File: src/rtl/calc_pkg.sv
// Shared calculator types: capture-FSM state encoding and ALU operation codes.
// The state encoding is fixed because the display register decodes it directly.
package calc_pkg;

  typedef enum logic [1:0] {
    E_VACIO  = 2'd0,
    E_OP_A   = 2'd1,
    E_OP_B   = 2'd2,
    E_RESULT = 2'd3
  } estado_t;

  localparam int OP_LENGTH = 2;

  localparam logic [OP_LENGTH-1:0] OP_SUMA  = 2'b00;
  localparam logic [OP_LENGTH-1:0] OP_RESTA = 2'b01;
  localparam logic [OP_LENGTH-1:0] OP_AND   = 2'b10;
  localparam logic [OP_LENGTH-1:0] OP_OR    = 2'b11;

endpackage

File: src/rtl/detector_flanco.sv
// Button conditioner: 2-flop synchronizer plus delay flop; one-cycle pulse per rising edge.
// The pulse is valid in the cycle after the 2nd sampling edge, so the consumer acts on the 3rd.
module detector_flanco (
  input  logic clk,
  input  logic rst_n,
  input  logic btn,
  output logic pulse
);

  logic sync1;
  logic sync2;
  logic dly;

  always_ff @(posedge clk or negedge rst_n) begin
    if (!rst_n) begin
      sync1 <= 1'b0;
      sync2 <= 1'b0;
      dly   <= 1'b0;
    end else begin
      sync1 <= btn;
      sync2 <= sync1;
      dly   <= sync2;
    end
  end

  assign pulse = sync2 & ~dly;

endmodule

File: src/rtl/registro_entrada.sv
// Operand/command capture FSM: ENTER advances A -> B -> op -> clear, UNDO steps back.
// Actions land on the 3rd edge a button is seen high; CALC pulses one cycle on commit.
module registro_entrada
  import calc_pkg::*;
#(
  parameter int in_length = 16,
  parameter int op_length = 2
) (
  input  logic                 CLK,
  input  logic                 RESET,
  input  logic [in_length-1:0] DATO_IN,
  input  logic [op_length-1:0] OP_IN,
  input  logic                 BTN_ENTER,
  input  logic                 BTN_UNDO,
  output logic [1:0]           STATE,
  output logic [in_length-1:0] A_OUT,
  output logic [in_length-1:0] B_OUT,
  output logic [op_length-1:0] OPERACION,
  output logic                 CALC
);

  estado_t estado;
  estado_t estado_sig;
  logic    enter;
  logic    undo;
  logic    avanza;
  logic    retrocede;

  detector_flanco u_enter (
    .clk   (CLK),
    .rst_n (RESET),
    .btn   (BTN_ENTER),
    .pulse (enter)
  );

  detector_flanco u_undo (
    .clk   (CLK),
    .rst_n (RESET),
    .btn   (BTN_UNDO),
    .pulse (undo)
  );

  // Coincident ENTER and UNDO edges cancel each other.
  assign avanza    = enter & ~undo;
  assign retrocede = undo & ~enter;

  always_ff @(posedge CLK or negedge RESET) begin
    if (!RESET) estado <= E_VACIO;
    else        estado <= estado_sig;
  end

  always_comb begin
    estado_sig = estado;
    if (avanza) begin
      case (estado)
        E_VACIO:  estado_sig = E_OP_A;
        E_OP_A:   estado_sig = E_OP_B;
        E_OP_B:   estado_sig = E_RESULT;
        E_RESULT: estado_sig = E_VACIO;
        default:  estado_sig = E_VACIO;
      endcase
    end else if (retrocede) begin
      case (estado)
        E_OP_A:   estado_sig = E_VACIO;
        E_OP_B:   estado_sig = E_OP_A;
        E_RESULT: estado_sig = E_OP_B;
        default:  estado_sig = estado;
      endcase
    end
  end

  always_ff @(posedge CLK or negedge RESET) begin
    if (!RESET) begin
      A_OUT     <= '0;
      B_OUT     <= '0;
      OPERACION <= '0;
      CALC      <= 1'b0;
    end else begin
      CALC <= avanza && (estado == E_OP_B);
      if (avanza) begin
        case (estado)
          E_VACIO:  A_OUT     <= DATO_IN;
          E_OP_A:   B_OUT     <= DATO_IN;
          E_OP_B:   OPERACION <= OP_IN;
          E_RESULT: begin
            A_OUT     <= '0;
            B_OUT     <= '0;
            OPERACION <= '0;
          end
          default: ;
        endcase
      end else if (retrocede) begin
        case (estado)
          E_OP_A:   A_OUT     <= '0;
          E_OP_B:   B_OUT     <= '0;
          E_RESULT: OPERACION <= '0;
          default: ;
        endcase
      end
    end
  end

  assign STATE = estado;

endmodule

File: config.mk
export PLATFORM = sky130hd
export DESIGN_NAME = registro_entrada
export DESIGN_NICKNAME = d
export VERILOG_FILES = /design/src/rtl/calc_pkg.sv /design/src/rtl/detector_flanco.sv /design/src/rtl/registro_entrada.sv
export SDC_FILE = /design/constraint.sdc
export NUM_CORES = 1
export LEC_CHECK = 0
export CAP_MARGIN = 0
export CORE_ASPECT_RATIO = 2
export CORE_UTILIZATION = 49
export CTS_CLUSTER_DIAMETER = 40
export DETAILED_ROUTE_END_ITERATION = 8
export PLACE_DENSITY = 0.81
export REMOVE_ABC_BUFFERS = 1
export SLEW_MARGIN = 20
export SYNTH_ARGS = -nofsm -noshare
export SYNTH_HDL_FRONTEND = slang
export SYNTH_HIERARCHICAL = 1
export SYNTH_SLANG_ARGS = --single-unit
File: constraint.sdc
create_clock -name CLK -period 4 [get_ports CLK]
set_input_delay 0.6 -clock CLK [delete_from_list [all_inputs] [get_ports CLK]]
set_output_delay 0.6 -clock CLK [all_outputs]
set_load 0.05 [all_outputs]
# Word-level counts from Yosys, hierarchy flattened
# Cells that the tools add are included.
# word_totals
reg_bits	43
latch_bits	0
ram_bits	0
rom_bits	0
inputBits	22
output_inout_bits	37
word_cells	52
memories	0
# classes
n_addsub	0
mul	0
div_mod_pow	0
n_lt_le_gt_ge	0
n_eq_ne	5
shifts	0
n_mux	16
n_bitwise	8
reduce_logical	12
# ops
operator	n
16-bit 2-to-1 mux	6
16-bit one-hot mux with 2 select lines	2
2-bit 2-to-1 mux	5
2-bit nonzero test	5
3-bit AND reduction	3
2-bit one-hot mux with 4 select lines	1
3-bit by 1-bit inequality test with 1-bit output (second input constant)	2
2-bit one-hot mux with 3 select lines	1
1-bit bitwise AND	4
2-bit == test (second input constant)	2
1-bit inverter	4
2-bit one-hot mux with 2 select lines	1
4-bit nonzero test	1
2-bit by 1-bit == test with 1-bit output (second input constant)	1
2-bit zero test	1
2-bit AND reduction	1
1-bit logical AND	1

# Logic depth before layout (Yosys ltp)
# depth
ltp_word	6
depth_mapped	8

# Hierarchy
# Netlist, hierarchy kept.
# modules_own_cells
module	instances	cells_each	area_each_um2	seq_area_each_um2
registro_entrada	1	124	1717.9	925.9
detector_flanco	2	4	88.8	75.1

# Least setup slack after synthesis
# OpenSTA, ideal clock, no wires.
# synth_timing
kind	register to register
from	register estado[0], in the netlist STATE[0]
to	register B_OUT[10]
setup_time_ps	125
t_arrival_ps	1970
required_ps	3875
path_slack_ps	1905
stages_incl_launch_ff	7
cell_sequence	dfrtp_1 inv_1 ha_1 nor2_1 a211oi_4 buf_6 mux2_2
# synth_via
elab_chain_len	3
# synth_rtl
element	line_no	source
from (decl)	registro_entrada.sv:22	estado_t estado;
from (signal assigned)	registro_entrada.sv:49	else estado <= estado_sig;
2-bit == test (tied with other cells)	registro_entrada.sv:81	case (estado)
3-bit by 1-bit inequality test with 1-bit output (no source line) (tied with other cells)	-	
3-bit AND reduction (no source line) / 16-bit 2-to-1 mux (equally long branches)	-	
to (signal assigned)	registro_entrada.sv:83	E_OP_A: B_OUT <= DATO_IN;
to (signal assigned)	registro_entrada.sv:87	B_OUT <= '0;
to (signal assigned)	registro_entrada.sv:95	E_OP_B: B_OUT <= '0;
to (decl)	registro_entrada.sv:17	output logic [in_length-1:0] B_OUT,
# Parallel ways exist; a longest one is shown, timed or not.
# A chain may end at the register's enable or synchronous reset.

# Worst setup path in the final report
# layout_timing
from	register u_undo.sync2
to	register B_OUT[1]
# layout_via
elab_chain_len	5
# layout_rtl
element	line_no	source
from (decl)	detector_flanco.sv:11	logic sync2;
from (signal assigned)	detector_flanco.sv:21	sync2 <= sync1;
1-bit bitwise AND *	detector_flanco.sv:26	assign pulse = sync2 & ~dly;
named net undo	registro_entrada.sv:25	logic undo;
1-bit inverter	registro_entrada.sv:44	assign avanza = enter & ~undo;
1-bit bitwise AND	registro_entrada.sv:44	
3-bit by 1-bit inequality test with 1-bit output (no source line) / 2-bit nonzero test (equally long branches)	-	
3-bit AND reduction (no source line)	-	
to (signal assigned)	registro_entrada.sv:75	B_OUT <= '0;
to (signal assigned)	registro_entrada.sv:83	
to (signal assigned)	registro_entrada.sv:87	
# The timed path passes the listed nets; every way through them passes the cells marked *.

==> impl_metrics.ini <==
[power]
comb_power_share_pct = 46.7
p_sw_share_pct = 41.1
finalPower_mw = 1.78
seq_power_share_pct = 34.1
p_int_mw = 1.05
irDropWorstVdd_mv = 0.398
p_leak_nw = 1.19
power_per_cell_area_nw_per_um2 = 681
p_clk_share_pct = 19.2
power_switching_mw = 0.730

[critical_path]
crit_family = compound AO/OA/AOI/OAI gates
cp.required_ns = 4.17
path_max_fanout = 16
slowest_delay_ns = 0.77
critPathLaunchType = flip-flop
crit_buf_inv = 1
slowest_stage = a211oi_4
crit_chain = nor2b_4 -> inv_1 -> ha_1 -> nor2_1 -> a211oi_4 -> mux2_2
critPathKind = reg -> reg
crit_path_end_kind = flip-flop
cp.arrival_ns = 2.54

[placement]
io_buffer_count = 58
pre_cts_ws_ns = 1.61
gp_congestion = 0.858
dp_hpwl_um = 2770

[status]
outcome = completed

[floorplan]
core_area_sq_um = 3650
die_x_um = 46.0
die-height_um = 90.0
rows = 31
initial_core_util_pct = 52.0
dieArea_sq_um = 4140
io_pins = 59

[layout]
fin_util_pct = 71.6
final_common_cell = clkdlybuf4s50_1
mostFrequentLayoutCells = clkdlybuf4s50_1 (57), dfrtp_1 (43), mux2_2 (30), and2_1 (16), ha_1 (8)
nNetsFinal = 222
area_growth_pct = 37.6
n_antenna_cell = 0
drive_gt1_share_pct = 23.3

[cts]
cts_hold_buf = 0
clkSlewWorstSetupHoldPaths_ns = 0.08
root_buffer = clkbuf_8
htree_levels = 2
clk_latency_ns = 0.29
cts_sinks = 43
cts_buffer_depth = 2
numCtsBuffers = 5
tritoncts = built
post_cts_buffers = 0
ctsResizeCount = 0

[detailed_routing]
ant_nets = 0
num_vias = 1209
drtIter0Drc = 6
drt-wirelength-per-cell_um = 15.4
wirelength_um = 3720
viasPerCell = 5.00
remaining_drc_errors = 0
drt_pre_antenna_iters = 4

[sta]
clock_skew_ns = 0.00818
drv_slew = 0
relSlewSlack_pct = 39.0
post-route-period-util_pct = 59.1
hold_violations = 0
rsz0062_at_grt = no
setup_violations = 0
max_freq_mhz = 423
tightest_slew_ns = 0.912
timing.final.crit_period_ns = 2.36
finalSetupTns_ns = 0
worst_slack_ns = 1.64

[synth]
syn-mean-instance-area_sq_um = 14.4
synthCells = 132
synth.distinct_cells = 21
synth_warnings = 6
syn_area_sq_um = 1900
ys_seq_elements = 43
yosysSeqAreaShare_pct = 56.8

[global_route]
grt-ovfl-total = 0
grt_max_degree = 44
track_usage_pct = 19.9
antenna_found_initial = 0
grt_pass1_wl_um = 5910
grt_pass1_vias = 1290

[min_path]
hp-class = reg -> reg

[run]
maxCapViolations = 0
-- registers in the layout, indices dropped and copies added (netlist names) --
register	cells
u_undo/sync2	1
u_undo/sync1	1
u_enter/dly	1
u_enter/sync1	1
A_OUT	16
u_undo/dly	1
STATE	2
B_OUT	16
OPERACION	2
u_enter/sync2	1
CALC	1
-- cell usage after synthesis --
| cell | count | share of area [%] |
|---|---|---|
| nor2_1 | 3 | 0.59 |
| nor2_2 | 1 | 0.33 |
| mux2i_1 | 3 | 1.6 |
| o21ai_0 | 2 | 0.53 |
| a21oi_1 | 4 | 1.1 |
| inv_1 | 3 | 0.59 |
| mux2_2 | 30 | 18 |
| nand2_1 | 3 | 0.59 |
| and3b_1 | 1 | 0.46 |
| and2_1 | 16 | 5.3 |
| dfrtp_1 | 43 | 57 |
| nor3b_4 | 1 | 0.99 |
| nor2b_1 | 1 | 0.33 |
| ha_1 | 8 | 5.3 |
| nor2b_4 | 2 | 1.5 |
| and4b_1 | 2 | 1.1 |
| mux2_1 | 2 | 1.2 |
| buf_6 | 3 | 1.8 |
| a211oi_4 | 1 | 1.1 |
| clkbuf_1 | 2 | 0.40 |
| nor3_4 | 1 | 0.86 |
-- power by group through the flow --
| stage | sequential, mW | clock (mW) | combinational (mW) |
|---|---|---|---|
| after floorplan | 0.969 | 0 | 0.192 |
| after global placement | 0.610 | 0 | 0.825 |
| after detailed placement | 0.618 | 0 | 0.836 |
| after CTS | 0.610 | 0.348 | 0.838 |
| after global routing | 0.620 | 0.363 | 0.867 |
| final | 0.607 | 0.340 | 0.830 |
-- logic make-up (layout without fill, tap and decap cells) --
group,after synthesis,after routing,share of synthesized area (%)
AND/OR/NAND/NOR,31,31,11.9
adder cells (fa/ha/maj),8,8,5.28
buffers and inverters,8,69,2.77
multiplexers,35,35,20.6
flip-flops,43,43,56.8
AO/OA/AOI/OAI,7,7,2.64
-- area by class of cell --
type                       count  area, sq um
multi-input combinational     81          767
tap                           49         61.3
timing repair buffer          58          576
sequential                    43         1080
inverter                       3         11.3
clock buffer                   6         82.6
fill                         306         1040
clock inverter                 2         35.0
-- final timing paths --
| kind | start | to | slack [ns] | cells after the start |
|---|---|---|---|---|
| worst max-delay path | u_undo/sync2 | B_OUT[1] | 1.64 | 6 |
| worst min-delay path | u_enter/sync1 | u_enter/sync2 | 0.35 | 0 |
| worst max register to register | u_undo/sync2 | B_OUT[1] | 1.64 | 6 |
| worst min register to register | u_enter/sync1 | u_enter/sync2 | 0.35 | 0 |
| max in group asynchronous | RESET | STATE[1] | 3.00 | 1 |
| min in group asynchronous | RESET | B_OUT[9] | 0.44 | 1 |
-- per-stage QoR --
step / cells / hold slack [ns] / area [sq um]
finish: 242 / 0.352 / 2610
global route: 242 / 0.366 / 2610
global placement: 234 / 0.336 / 2490
floorplan: 127 / 0.304 / 1850
CTS: 242 / 0.354 / 2610
detailed placement: 234 / 0.336 / 2490
-- layer usage --
metal | up-vias | GRT usage (%) | share of wire, %
li1 | 572 | - | -
met1 | 598 | 21.8 | 37
met2 | 32 | 34.4 | 57
met3 | 7 | 4.02 | 3.8
met4 | 0 | 8.82 | 2.4
met5 | - | 0 | 0
Power figures use the tool's default switching activity.
